### src/rtl/fetch_controller.sv
// IF-stage fetch sequencer: owns the fetch PC, keeps one request outstanding against a
// req/ack instruction memory, and presents fetched words to IF/ID through a one-entry slot.
module fetch_controller #(
    parameter int unsigned     N        = 32,
    parameter logic [N-1:0]    RESET_PC = '0
) (
    input  logic         clk,
    input  logic         rst,
    input  logic         freeze,
    input  logic         branchTaken,
    input  logic [N-1:0] branchAddr,
    output logic         imemReq,
    output logic [N-1:0] imemAddr,
    input  logic         imemAck,
    input  logic [N-1:0] imemData,
    output logic [N-1:0] PCF,
    output logic [N-1:0] instructionF,
    output logic         validF
);

    localparam logic [N-1:0] PC_STEP = N'(4);

    typedef enum logic [1:0] {
        S_IDLE  = 2'd0,
        S_FETCH = 2'd1,
        S_STALL = 2'd2,
        S_DRAIN = 2'd3
    } state_e;

    state_e       state_q;
    logic [N-1:0] fetch_pc_q;
    logic [N-1:0] drain_addr_q;
    logic [N-1:0] slot_instr_q;
    logic [N-1:0] slot_pc_q;
    logic         slot_valid_q;
    logic [N-1:0] buf_instr_q;
    logic [N-1:0] buf_pc_q;

    logic         consume;
    logic [N-1:0] fetch_pc_next;

    assign consume       = slot_valid_q && !freeze;
    assign fetch_pc_next = fetch_pc_q + PC_STEP;

    // Request side is a pure function of state so the address cannot move before ack.
    assign imemReq  = (state_q == S_FETCH) || (state_q == S_DRAIN);
    assign imemAddr = (state_q == S_DRAIN) ? drain_addr_q : fetch_pc_q;

    assign PCF          = slot_pc_q;
    assign instructionF = slot_instr_q;
    assign validF       = slot_valid_q;

    always_ff @(posedge clk or posedge rst) begin
        if (rst) begin
            state_q      <= S_IDLE;
            fetch_pc_q   <= RESET_PC;
            drain_addr_q <= RESET_PC;
            slot_instr_q <= '0;
            slot_pc_q    <= '0;
            slot_valid_q <= 1'b0;
            buf_instr_q  <= '0;
            buf_pc_q     <= '0;
        end else if (branchTaken) begin
            // Redirect wins over freeze; an unacked request must still be drained.
            slot_valid_q <= 1'b0;
            buf_instr_q  <= '0;
            buf_pc_q     <= '0;
            fetch_pc_q   <= branchAddr;
            case (state_q)
                S_FETCH: begin
                    if (!imemAck) begin
                        drain_addr_q <= fetch_pc_q;
                        state_q      <= S_DRAIN;
                    end else begin
                        state_q <= S_FETCH;
                    end
                end
                S_DRAIN: state_q <= imemAck ? S_FETCH : S_DRAIN;
                default: state_q <= S_FETCH;
            endcase
        end else begin
            case (state_q)
                S_IDLE: begin
                    state_q <= S_FETCH;
                end
                S_FETCH: begin
                    if (imemAck) begin
                        fetch_pc_q <= fetch_pc_next;
                        if (!slot_valid_q || consume) begin
                            slot_instr_q <= imemData;
                            slot_pc_q    <= fetch_pc_next;
                            slot_valid_q <= 1'b1;
                        end else begin
                            buf_instr_q <= imemData;
                            buf_pc_q    <= fetch_pc_next;
                            state_q     <= S_STALL;
                        end
                    end else if (consume) begin
                        slot_valid_q <= 1'b0;
                    end
                end
                S_STALL: begin
                    if (!freeze) begin
                        slot_instr_q <= buf_instr_q;
                        slot_pc_q    <= buf_pc_q;
                        slot_valid_q <= 1'b1;
                        state_q      <= S_FETCH;
                    end
                end
                S_DRAIN: begin
                    // Stale data is dropped; the slot only drains.
                    if (consume) begin
                        slot_valid_q <= 1'b0;
                    end
                    if (imemAck) begin
                        state_q <= S_FETCH;
                    end
                end
                default: state_q <= S_IDLE;
            endcase
        end
    end

endmodule

### config.mk
export PLATFORM = sky130hd
export DESIGN_NAME = fetch_controller
export DESIGN_NICKNAME = d
export VERILOG_FILES = /design/src/rtl/fetch_controller.sv
export SDC_FILE = /design/constraint.sdc
export NUM_CORES = 1
export LEC_CHECK = 0
export BUFFER_PORTS_ARGS = -buffer_cell sky130_fd_sc_hd__buf_4
export CAP_MARGIN = 10
export CORE_ASPECT_RATIO = 1.1
export CORE_MARGIN = 5
export CORE_UTILIZATION = 60
export DETAILED_ROUTE_END_ITERATION = 8
export PLACE_DENSITY = 0.85
export REMOVE_ABC_BUFFERS = 1
export SLEW_MARGIN = 20
export SYNTH_ARGS = -nofsm -noshare
export SYNTH_HDL_FRONTEND = slang
export SYNTH_SLANG_ARGS = --single-unit
### constraint.sdc
create_clock -name clk -period 10 [get_ports clk]
set_input_delay 0.5 -clock clk [delete_from_list [all_inputs] [get_ports clk]]
set_output_delay 0.5 -clock clk [all_outputs]
set_load 0.05 [all_outputs]
* Word-level counts from Yosys, hierarchy flattened *
Index checks and enable logic that the tools add are counted.

cells by class
  reduce and logical (&&, ||, !) cells = 17
  multiplexer cells = 34
  add/subtract/negate cells = 1
  shifts and indexed selects = 0
  bitwise gates (word level) = 2
  magnitude comparators = 0
  divide/modulo/power cells = 0
  equality and inequality tests = 12
  multipliers = 0

operators with widths
  operator               number
  $mux 32                18
  $pmux 32 s2            2
  $add 32x3->32 const B  1
  $mux 2                 7
  $ne 3x3->1 const B     4
  $reduce_and 3->1       3
  $pmux 2 s4             1
  $ne 2x2->1 const B     3
  $reduce_bool 2->1      3
  $mux 1                 5
  $reduce_and 5->1       1
  $eq 2x2->1 const B     2
  $ne 4x3->1 const B     1
  $reduce_and 4->1       1
  $reduce_bool 4->1      1
  $pmux 1 s3             1
  $eq 2x1->1 const B     1
  $logic_not 1->1        2
  $logic_not 2->1        1
  $logic_or 1x1->1       2
  $ne 2x1->1 const B     1
  $not 1->1              2
  $reduce_and 2->1       1
  $reduce_or 2->1        1
  $logic_and 1x1->1      1

word-level totals
  register bits = 195
  memory bits (writable) = 0
  memories = 0
  bits in read-only memories = 0
  logic and storage cells = 74
  latch bits = 0

* Depth between registers and ports, before layout *
Gate-level depths: netlist of run 1.

  depth in word-level cells = 7
  gate-level depth with buffers = 9
  mapped depth without buffers = 6

* Worst setup path before layout of run 1 *
OpenSTA, ideal clock, no wires.

  kind = reg2out
  start = register state_q[0]
  end = output port imemAddr[10]
  cell stages (with the launch flop) = 4
  path slack = 8.092 ns
  path buffers = 1
  data arrival time = 1.408 ns
  cells stage by stage = dfrtp_1 > nand2_1 > buf_1 > mux2_2

on the way
  cells in the longest elaborated chain, start to end = 2

RTL lines
  element                 line  text
  from (decl)             30    state_e state_q;
  from (signal assigned)  78    S_DRAIN: state_q <= imemAck ? S_FETCH : S_DRAIN;
  $eq 2x2->1              47    assign imemAddr = (state_q == S_DRAIN) ? drain_addr_q : fetch_pc_q;
  $mux 32                 47
  to (decl)               13    output logic [N-1:0] imemAddr,

Every way passes these cells.

* Final worst setup path of run 1 *
  start = register state_q[0]
  end = register slot_pc_q[18] (netlist: PCF[18])

on the way
  cells in the longest elaborated chain, start to end = 3

RTL lines
  element                                       line  text
  $eq 2x1->1 or $eq 2x2->1 (tied branches)      82    case (state_q)
  $ne 2x1->1 (no line) (tied with other cells)  -
  $reduce_and 5->1 (no line)                    -
  to (signal assigned)                          91    slot_pc_q <= fetch_pc_next;
  to (signal assigned)                          105   slot_pc_q <= buf_pc_q;
  to (decl)                                     34    logic [N-1:0] slot_pc_q;

Several ways; a longest one is shown, not always the timed one.
A chain may end at the register's enable or synchronous reset.

==> run metrics, run 1 <==
Syn Inst Count 996; Tmin final 3.18 ns; crit-path max FO 89; layout cells sized above 1 26.1%; setup ws final 6.82 ns; Syn Area/Cell 9.50 sq um; reg-to-reg critical path endpoint PCF[18]; Post-synth EDFFs 0; RD Place Congestion 0.810; crit path max-delay cell type buf_4; vias in the first global route 7309; Die Area 18400 sq um; HPWL Detailed 14600 um; # hold bufs at CTS 0; Synth Area in Adders 0.132%; initial core utilization 60.6%; Ys Warns 0; Setup crit end kind flip-flop; CTS root buffer clkbuf_16; CTS H-Tree Depth 4; Avg WL per Cell 17.0 um; top-count cell post-synth nand2_1; Post-CTS Setup Inserts 0; WS Path Type reg -> reg; DRC 0; CTS buffer count 17; status completed; Worst-Margin Slew 1.00 ns; Hold Vio Cnt, Final 0; Area growth syn-to-layout 19.6%; Synth Register Bits 195; number of max-cap violations 0; length of the first detailed-routing pass in iterations 5; Post-CTS Resized 0; drt total wl 22300 um; Worst Skew 0.00816 ns; Cell Area, Synth 9470 sq um; Ant. Diodes 0; initial antenna violation count 0; largest net degree at the start of global routing 132; CTS sink cnt 195; Setup Viol. Count Final 0; I/O pin cnt 167; mux cell area share after synthesis 7.84%; VDD IR-drop max 118 uV; Most used DFF post-synth dfrtp_1; nets@finish 1169; Synth top area share 51.5%; Final period util 31.8%; Iter 0 DRT Violations 565; standard-cell rows 48; clk_lat worst skew 0.43 ns; post-place setup slack 6.31 ns; worst reg-to-reg setup slack 6.82 ns; worst r2r path cells 7; RSZ-0062 raised after global routing no; Max Root-Sink Buffers 2; Vias/cell 5.78; CP Cell Sequence nand2b_2 -> buf_4 -> a211oi_1 -> or2_2 -> buf_4 -> nand2_1 -> o211ai_1; Synth Area in Compound Gates 11.7%; Remaining Overflow, GRT 0; CTS clk-pin slew, worst paths 0.07 ns; hold crit path type in -> async; largest cells by area after synthesis dfrtp_1 (52%), nand2_1 (8.2%), mux2_2 (7.7%); Worst slew margin 33.3%; max-slew violation count 0; Vias 7579; Pwr Density 217 nW/um^2; CP startpoint kind flip-flop; Tot Pwr 2.45 mW; biggest cell delay along the critical path 0.66 ns; CP arrival 3.51 ns; Req. time, crit path 10.33 ns; largest family of logic cells by synthesized area simple AND/OR/NAND/NOR gates; XOR/XNOR Fraction of Synth Area 4.90%; RR Startpoint state_q[0]; largest area contributor in the netlist dfrtp_1; Distinct cells, synth 50; Pleak 5.01 nW; PortBufs 166; Synth Area in Simple Gates 19.5%; CTS tree built; first-pass GRT wire length 36500 um; setup tns final 0 ns; Seq/Total Area, Yosys 51.5%; fmax 0.314 GHz; Die Y 142 um; async set or reset register ratio after synthesis 100%; Synth top cells by count nand2_1 (206), dfrtp_1 (195), o21ai_0 (91); post-route ant nets 0; Total GRT Usage 24.6%; CP dominant cell by count buf_4; chip width 130 um; core area 15600 sq um
-- flip-flops by register name, indices dropped and copies added (netlist names) --
name          cells
PCF              32
buf_instr_q      32
buf_pc_q         32
drain_addr_q     32
fetch_pc_q       32
instructionF     32
state_q           2
validF            1
-- critical path, delay by kind of cell, from the launching register on --
kind | cells | cell delay [ns]
compound gates | 2 | 0.72
buf+inv | 2 | 0.98
simple gates | 3 | 0.89
flops | 1 | 0.48
-- final cells by class --
class / instances / area, sq um
Sequential cell: 195 / 4880
Fill cell: 1168 / 4290
Multi-Input combinational cell: 704 / 4210
Timing Repair Buffer: 176 / 1330
Clock buffer: 22 / 474
Tap cell: 200 / 250
Clock inverter: 9 / 153
Inverter: 5 / 26.3
-- where the power goes --
part / switching, mW / total (mW) / leakage (nW) / internal (mW)
Clock: 0.285 / 0.722 / 0.298 / 0.437
Sequential: 0.0916 / 1.00 / 2.42 / 0.911
Combinational: 0.487 / 0.730 / 2.30 / 0.243
Total: 0.864 / 2.45 / 5.01 / 1.59
-- layer usage --
| layer | part of all wire (%) | up-vias | global-route usage [%] |
|---|---|---|---|
| li1 | - | 3589 | - |
| met1 | 43 | 3668 | 34.0 |
| met2 | 48 | 281 | 39.6 |
| met3 | 6.5 | 41 | 4.78 |
| met4 | 2.2 | 0 | 7.88 |
| met5 | 0 | - | 0 |
-- cells in the final DEF (no fill, tap or decap), drive strengths merged, types with 2 or more instances in the layout --
master	count
nand4	15
clkinvlp	3
clkinv	2
xnor2	36
inv	5
xor2	17
nand2b	37
or2	2
nor4	11
o31a	2
o21bai	3
a21o	7
nand2	206
nand3	23
or3	4
buf	176
bufinv	4
nor3	18
nand3b	2
o211ai	12
mux2	65
a211oi	8
dfrtp	195
o22ai	2
nor2	63
and3	5
nor2b	2
a21oi	9
o31ai	7
and4	3
clkbuf	22
a31oi	37
o21ai	99
-- logic make-up (layout without fill, tap and decap cells) --
| kind of cell | Yosys count | after routing |
|---|---|---|
| AOI/OAI and AO/OA | 188 | 188 |
| muxes | 66 | 66 |
| xor gates and xnor gates | 53 | 53 |
| and+or+nand+nor | 396 | 396 |
| adders and majority gates | 1 | 1 |
| buffers and inverters | 97 | 212 |
| DFF | 195 | 195 |
-- metrics by stage --
stage                     hold slack, ns  utilization (%)  std cells  instance area (sq um)
after global placement             0.456             68.4       1279                  10700
after floorplan                    0.445                -        904                   9070
after CTS                          0.264             72.4       1310                  11300
final                              0.219             72.5       1311                  11300
after detailed placement           0.466             68.4       1279                  10700
after global routing               0.272             72.5       1311                  11300
-- worst max-delay path by stage --
| stage | start | depth (start not counted) | endpoint |
|---|---|---|---|
| global placement | imemAck | 7 | PCF[15] |
| global route | state_q[0] | 7 | PCF[23] |
| detailed placement | imemAck | 7 | PCF[19] |
| floorplan | rst | 1 | PCF[0] |
| CTS | state_q[1] | 6 | PCF[18] |
| finish | state_q[0] | 7 | PCF[18] |
Note: power is estimated with default switching activity, not from simulation.
==> run 2, diff against run 1 <==
--- a/config.mk
+++ b/config.mk
@@ -5,13 +5,14 @@
 export SDC_FILE = /design/constraint.sdc
 export NUM_CORES = 1
 export LEC_CHECK = 0
+export ABC_AREA = 1
 export BUFFER_PORTS_ARGS = -buffer_cell sky130_fd_sc_hd__buf_4
 export CAP_MARGIN = 10
 export CORE_ASPECT_RATIO = 1.1
 export CORE_MARGIN = 5
-export CORE_UTILIZATION = 60
+export CORE_UTILIZATION = 51
 export DETAILED_ROUTE_END_ITERATION = 8
-export PLACE_DENSITY = 0.85
+export PLACE_DENSITY = 0.77
 export REMOVE_ABC_BUFFERS = 1
 export SLEW_MARGIN = 20
 export SYNTH_ARGS = -nofsm -noshare
==> constraint.sdc (replaced) <==
create_clock -name clk -period 2.55 [get_ports clk]
set_input_delay 0.1275 -clock clk [delete_from_list [all_inputs] [get_ports clk]]
set_output_delay 0.1275 -clock clk [all_outputs]
set_load 0.05 [all_outputs]
==> run metrics, run 2 <==
Setup Viol. Count Final 0; Max Root-Sink Buffers 2; Die Y 153 um; worst r2r path cells 8; Layout fillers 1503; Post-CTS Resized 0; Placed Area 10900 sq um; RD Place Congestion 0.924; async set or reset register ratio after synthesis 100%; Area growth syn-to-layout 27.4%; area occupied by multi-input gates 3890 sq um; GRT busiest layer met2; Worst Skew 0.0104 ns; worst setup path endpoint imemAddr[17]; RSZ-0062 raised after global routing no; Pleak 6.01 nW; Tot Pwr 14.5 mW; largest area contributor in the netlist dfrtp_1; met1 Use GR 33.2%; Crit. Startpoint state_q[0]; DRC 0; HPWL Detailed 17400 um; largest net degree at the start of global routing 77; core area 18300 sq um; Req. time, crit path 2.42 ns; drt total wl 26200 um; layout cells sized above 1 18.0%; Cell Area, Synth 9450 sq um; met2 usage 41.9%; most frequent cells in the layout nand2_1 (492), dfrtp_1 (195), buf_4 (178); CTS root buffer clkbuf_16; chip width 140 um; Remaining Overflow, GRT 0; Post-CTS Setup Inserts 0; routing usage on met3 4.46%; Syn Area/Cell 7.78 sq um; length of the first detailed-routing pass in iterations 6; Total GRT Usage 24.9%; clk_lat worst skew 0.44 ns; Final Cell Area 12000 sq um; commonest non-fill, non-tap cell in the layout nand2_1; fmax 0.460 GHz; top-count cell post-synth nand2_1; Tmin final 2.17 ns; CTS buffer count 17; I/O pin cnt 167; WS Path Type reg -> out; Cells after DPL 1581; hold crit path type in -> reg; CTS tree built; Setup crit end kind output pin; Most used DFF post-synth dfrtp_1; largest cells by area after synthesis dfrtp_1 (52%), nand2_1 (20%), o21ai_0 (5.1%); Worst-Margin Slew 0.736 ns; reg-to-reg critical path endpoint instructionF[15]; origin of the worst min-delay path branchAddr[23]; CP startpoint kind flip-flop; max-slew violation count 0; Final Non-Filler Cells 1668; VDD IR-drop max 781 uV; worst reg-to-reg setup slack 0.73 ns; Pwr Density 1210 nW/um^2; Distinct cells, synth 34; Hold Vio Cnt, Final 1; Avg WL per Cell 15.7 um; Syn Inst Count 1215; standard-cell rows 52; Worst Hold Slack -0.000995 ns; CTS H-Tree Depth 4; initial antenna violation count 0; Seq/Total Area, Yosys 51.6%; number of max-cap violations 0; initial core utilization 51.5%; first-pass GRT wire length 43500 um; nets@finish 1482; setup tns final 0 ns; Vias 8736; Synth top area share 51.6%; Synth Register Bits 195; Final period util 85.2%; Synth top cells by count nand2_1 (494), dfrtp_1 (195), o21ai_0 (97); crit-path max FO 44; Die Area 21400 sq um; hold path cells 5; Ant. Diodes 0; post-route ant nets 0; CTS clk-pin slew, worst paths 0.07 ns; failing checks hold timing; PortBufs 166; register area 4880 sq um; RR Startpoint state_q[0]; Ys Warns 0; Iter 0 DRT Violations 694; vias in the first global route 8516; CTS sink cnt 195; Worst slew margin 51.0%; status finished, violations left; CP arrival 2.05 ns; # hold bufs at CTS 55; Vias/cell 5.24; Post-synth EDFFs 0; Post-Route Utilization 65.6%
run 2: cell count changes after synthesis, moves of 17 or more:
cell      previous run  this run
nand2_1            206       494
inv_1                5        86
mux2_2              65         0
clkbuf_1            63        16
nand2b_1            37         0
xnor2_1             36         0
nand3_1             23        48
a21oi_1              9        31
nor2_1              63        82
o22ai_1              2        19
run 2: worst max-delay path: stages (launching register included):
cell and delay, ns:
dfrtp_1 0.53, nand2_1 0.11, inv_2 0.28, buf_12 0.24
nand2_1 0.08, o21ai_0 0.10, buf_4 0.24
run 2: final cells by class:
class                           count  share of cell area, %
Clock buffer                       21                   3.82
Timing Repair Buffer              239                   16.7
Tap cell                          243                   2.53
Inverter                           96                   3.08
Clock inverter                     11                   1.05
Sequential cell                   195                   40.5
Multi-Input combinational cell    863                   32.3
run 2: cells by family after synthesis:
| kind of cell | count (synthesis) | synth area share, % |
|---|---|---|
| AOI/OAI and AO/OA | 214 | 13.5 |
| xor gates and xnor gates | 6 | 0.556 |
| adders and majority gates | 1 | 0.132 |
| buffers and inverters | 157 | 7.35 |
| DFF | 195 | 51.6 |
| and+or+nand+nor | 642 | 26.9 |
run 2: metal layers:
layer / share of wire [%] / up-vias
met2: 49 / 349
met5: 0 / -
li1: - / 4273
met3: 7.2 / 41
met4: 1.8 / 0
met1: 42 / 4073
run 2: where the power goes:
part | internal, mW | switching [mW] | total [mW]
sequential | 4.05 | 0.656 | 4.70
clock | 1.50 | 1.19 | 2.69
combinational | 2.07 | 5.04 | 7.12
run 2: worst min path at each step:
stage / slack [ns] / endpoint
CTS: 0.0002 / fetch_pc_q[23]
finish: -0.001 / fetch_pc_q[23]
global route: 0.01 / fetch_pc_q[23]
global placement: 0.24 / buf_instr_q[11]
floorplan: 0.23 / buf_pc_q[0]
detailed placement: 0.24 / buf_instr_q[21]
run 2: per-stage QoR:
stage               hold WS [ns]  setup slack, ns
finish                 -0.000995            0.377
global route              0.0110            0.218
CTS                     0.000162            0.394
detailed placement         0.237            0.733
global placement           0.236            0.755
floorplan                  0.228            -2.89
